[src/rtl/conv_window_gen.sv]
// 3x3 sliding-window generator for the conv engine.
// Two line buffers plus a 3x3 shift array; emits only unpadded windows.
module conv_window_gen #(
  parameter int IMG_WIDTH  = 28,
  parameter int IMG_HEIGHT = 28
) (
  input  logic        i_clk,
  input  logic        i_rst,
  input  logic [7:0]  i_pixel,
  input  logic        i_pixel_valid,
  output logic [71:0] o_window,
  output logic        o_window_valid,
  output logic        o_frame_done
);

  localparam int CW = (IMG_WIDTH  > 1) ? $clog2(IMG_WIDTH)  : 1;
  localparam int RW = (IMG_HEIGHT > 1) ? $clog2(IMG_HEIGHT) : 1;

  typedef enum logic {
    FILL,
    STREAM
  } state_t;

  state_t state;
  state_t state_nxt;

  logic [CW-1:0] col;
  logic [RW-1:0] row;

  logic [7:0] lb1 [IMG_WIDTH];
  logic [7:0] lb2 [IMG_WIDTH];

  logic [7:0] win     [3][3];
  logic [7:0] win_nxt [3][3];
  logic [71:0] window_nxt;

  logic last_col;
  logic last_row;
  logic emit;
  logic frame_end;

  assign last_col = (col == CW'(IMG_WIDTH - 1));
  assign last_row = (row == RW'(IMG_HEIGHT - 1));

  // FILL covers rows 0/1 and the frame seam, so no window mixes frames
  always_comb begin
    state_nxt = state;
    emit      = 1'b0;
    frame_end = 1'b0;
    if (i_pixel_valid) begin
      unique case (state)
        FILL: begin
          if (row == RW'(1) && last_col)
            state_nxt = STREAM;
        end
        STREAM: begin
          emit = (col >= CW'(2));
          if (last_row && last_col) begin
            frame_end = 1'b1;
            state_nxt = FILL;
          end
        end
      endcase
    end
  end

  always_comb begin
    for (int r = 0; r < 3; r++) begin
      win_nxt[r][0] = win[r][1];
      win_nxt[r][1] = win[r][2];
    end
    win_nxt[0][2] = lb2[col];
    win_nxt[1][2] = lb1[col];
    win_nxt[2][2] = i_pixel;
    window_nxt = '0;
    for (int r = 0; r < 3; r++)
      for (int c = 0; c < 3; c++)
        window_nxt[(r*3+c)*8 +: 8] = win_nxt[r][c];
  end

  always_ff @(posedge i_clk) begin
    if (i_rst) begin
      state          <= FILL;
      row            <= '0;
      col            <= '0;
      o_window       <= '0;
      o_window_valid <= 1'b0;
      o_frame_done   <= 1'b0;
    end else begin
      state          <= state_nxt;
      o_window_valid <= emit;
      o_frame_done   <= frame_end;
      if (emit)
        o_window <= window_nxt;
      if (i_pixel_valid) begin
        if (last_col) begin
          col <= '0;
          row <= last_row ? '0 : row + RW'(1);
        end else begin
          col <= col + CW'(1);
        end
      end
    end
  end

  // Storage without reset: stale contents never reach an emitted window
  always_ff @(posedge i_clk) begin
    if (i_pixel_valid) begin
      lb2[col] <= lb1[col];
      lb1[col] <= i_pixel;
      win      <= win_nxt;
    end
  end

endmodule
[config.mk]
export PLATFORM = sky130hd
export DESIGN_NAME = conv_window_gen
export DESIGN_NICKNAME = d
export VERILOG_FILES = /design/src/rtl/conv_window_gen.sv
export SDC_FILE = /design/constraint.sdc
export NUM_CORES = 1
export LEC_CHECK = 0
export ABC_CLOCK_PERIOD_IN_PS = 2750
export BUFFER_PORTS_ARGS = -buffer_cell sky130_fd_sc_hd__buf_2
export CORE_MARGIN = 8
export CORE_UTILIZATION = 61
export CTS_CLUSTER_DIAMETER = 150
export DETAILED_ROUTE_END_ITERATION = 6
export GPL_ROUTABILITY_DRIVEN = 0
export HOLD_SLACK_MARGIN = 0.06
export PLACE_DENSITY_LB_ADDON = 0.2
export SLEW_MARGIN = 20
export SYNTH_ARGS = -nofsm -noshare
export SYNTH_HDL_FRONTEND = slang
export SYNTH_SLANG_ARGS = --single-unit
[constraint.sdc]
create_clock -name i_clk -period 2.75 [get_ports i_clk]
set_input_delay 0.275 -clock i_clk [delete_from_list [all_inputs] [get_ports i_clk]]
set_output_delay 0.275 -clock i_clk [all_outputs]
set_load 0.005 [all_outputs]
==> metrics <==
status finished clean; setup TNS 0 ns; FF/Latch Area 0.01670 sq mm; FMAX 377.0 MHz; VDD IR max 586.9 uV; Post-route DRC 0; antenna diode count 0; number of global-route vias before repair 12.61k; Critical Path Start Type register; total iterations of the first detailed-routing run 6; Placed Cells 1942; non-filler instance count after layout 2053; RSZ-0062 raised after global routing false; synthesized area per cell 16.01 sq um; Tcrit/Tclk final 0.9644; Power Density 752.2 mW/mm^2; Hold/Removal Path Class primary input to register; chip height 207.1 um; die width 207.1 um; initial antenna violation count 0; Synth async-reset ratio 0; CP cell instances buf_12, buf_4, mux2_2, a21oi_1, a211oi_4, a22o_1; post-synthesis cell area 0.02227 sq mm; Initial Utilization 0.6142; slowest stage cell, crit path a21oi_1; grt total ovfl 0; Clock Path Buffers 3; worst hold slack 0.1516 ns; post-route ant nets 0; post-layout min period 2.652 ns; Post-synth EDFFs 496; Hold Fails Final Rpt 0; Tot Pwr 19260 uW; routed wire length 53200 um; Final HPWL DP 31820 um; area grow syn2layout 14.94%; Slew headroom 0.4626; fillers 2377; CP Max Fanout 21; DR vias/cell 6.156; Max-Cap Viols 0; FF+latch count, synth 586; WL per Instance 25.91 um; met1 wire length 21420 um; Most used DFF post-synth edfxtp_1; core area 0.03626 sq mm; Clock Tree Root clkbuf_16; synth warn 0; Final Slew Violations 0; Clock transition at path regs 0.06 ns; WP data required 3.25 ns; CTS buffer count 57; share of the synthesized area in the top cell type 0.6688; Final #Nets 1555; wire length on met2 25860 um; Slew @ Worst Pin 0.8035 ns; Worst Path Arrival 3.15 ns; CTS H-Tree Depth 2; io pins 85; post-synth net total 1409; Seq/Total Area, Yosys 0.7497; DRT iter0 DRCs 1107; clock sinks 586; Netlist cell types 39; routed vias 12.64k; row cnt 70; fraction of layout cells with a size suffix above 1 0.1861; Port Buffer Count 84; # setup viols final 0; post-synthesis cell count 1391; Total Die Area 0.04288 sq mm; Worst setup EP type register; ranking of synthesized cells by area edfxtp_1 67%, mux2i_1 9.9%, dfxtp_1 8.1%, a22oi_1 3.0%, nand2_1 2.7%; clk_lat worst skew 0.61 ns; area of the multi-input gates 0.005177 sq mm; TritonCTS clock tree yes; largest net degree at the start of global routing 57; clk_skew 0.01251 ns; Total GRT Usage 0.2446; leakage power 0.008843 uW; post-CTS setup buffers 0; highest metal used met4; leading area contributor after synthesis edfxtp_1; metal3 WL 4272 um; CP peak stage delay 0.63 ns; first-pass GRT wire length 79370 um; crit path kind register to register
==> worst max-delay path, delay by kind of cell (launching register included) <==
family          cells  cell delay, ns
buf+inv             2            0.55
flops               1            0.40
compound gates      3            1.19
mux                 1            0.39
==> power by group <==
| part | internal [uW] | switching, uW | leakage (uW) |
|---|---|---|---|
| registers | 9920 | 58.9 | 0.00523 |
| logic | 435 | 880 | 0.00265 |
| clock network | 4700 | 3260 | 0.000961 |
| total | 15100 | 4190 | 0.00884 |
==> cell type report <==
type	instances	share of cell area
repair buffers	169	0.04678
clock inverters	39	0.01540
inverters	4	0.0005865
well taps	468	0.02288
clock buffers	68	0.05973
multi-input cells	719	0.2023
flip-flops and latches	586	0.6524
==> final timing paths <==
check	slack [ns]	to	startpoint	cells past startpoint
setup reg to reg	0.1	o_window[41]	register	6
hold / removal	0.15	register	i_pixel_valid	3
setup / recovery	0.1	o_window[41]	register	6
hold reg to reg	0.45	win[15]	win[7]	0
==> metrics by stage <==
| step | worst slack, ns | util | area, sq um |
|---|---|---|---|
| 2_1_floorplan | 0.2402 | - | 22270 |
| 3_5_place_dp | 0.01061 | 0.6514 | 23620 |
| 5_1_grt | 0.03901 | 0.7060 | 25600 |
| 4_1_cts | 0.008519 | 0.7050 | 25560 |
| 3_3_place_gp | 0.09603 | 0.6514 | 23620 |
| 6_report | 0.09781 | 0.7060 | 25600 |
==> registers in the layout, indices dropped and copies added, names as in the netlist, named ones only <==
register,cells
win,48
state,1
lb2,224
row,5
o_frame_done,1
lb1,224
col,5
o_window,72
o_window_valid,1
==> timing repair <==
item | CTS | global route
pin swaps | 1 | 0
resized for setup | 0 | 1
hold buffers | 1 | 0
gates cloned | 1 | 0
endpoints found under the setup margin | 29 | 15
hold endpoints to repair | 6 | 0
==> routing by layer <==
metal | track usage | up-vias
met3 | 0.04031 | 101
met2 | 0.4033 | 560
met4 | 0.08923 | 0
met1 | 0.3270 | 6350
li1 | - | 5627
met5 | 0 | -
==> Yosys cell counts (16+ instances only) <==
master      n
nand2_1   159
nand3_1    20
clkbuf_1   26
a22oi_1    90
dfxtp_1    90
mux2i_1   221
buf_2      31
edfxtp_1  496
a21oi_1   103
a22o_1     16
nor2_1     20
==> layout by cell type, fill, tap and decap left out, types with 2 or more instances in the layout <==
cell       Yosys  layout
ha_1           7       7
edfxtp_1     496     496
and3_1        15      14
nor3_1         9       8
nor3b_2        0       2
and2_1         3       2
dfxtp_1       90      89
o221ai_1       2       2
o221ai_2       8       8
clkbuf_8       0       4
bufinv_16      0       8
nand3_1       20      19
nor2_4         1       2
inv_6          0       2
a22o_1        16      16
inv_1          3       3
buf_2         31      84
clkbuf_1      26       6
nor2_1        20      19
a22oi_1       90      90
clkbuf_16      0      58
nor2b_1        7       5
mux2i_1      221     221
nand2b_1       3       3
a211oi_4       0       6
clkinv_2       0      19
buf_12         0      10
clkinv_1       0       9
buf_4         15      72
a21oi_1      103     103
mux2_2         6       6
and4b_1        2       2
o21ai_0        6       6
xor2_1         3       3
nand2_1      159     159
nor2b_4        0       2
==> cells by family after synthesis <==
logic type | synth area share
adders and majority gates | 0.003932
DFF | 0.7497
buffers and inverters | 0.02247
and+or+nand+nor | 0.04831
AOI/OAI and AO/OA | 0.07169
muxes | 0.1024
xor gates and xnor gates | 0.001573
Power figures use the tool's default switching activity.
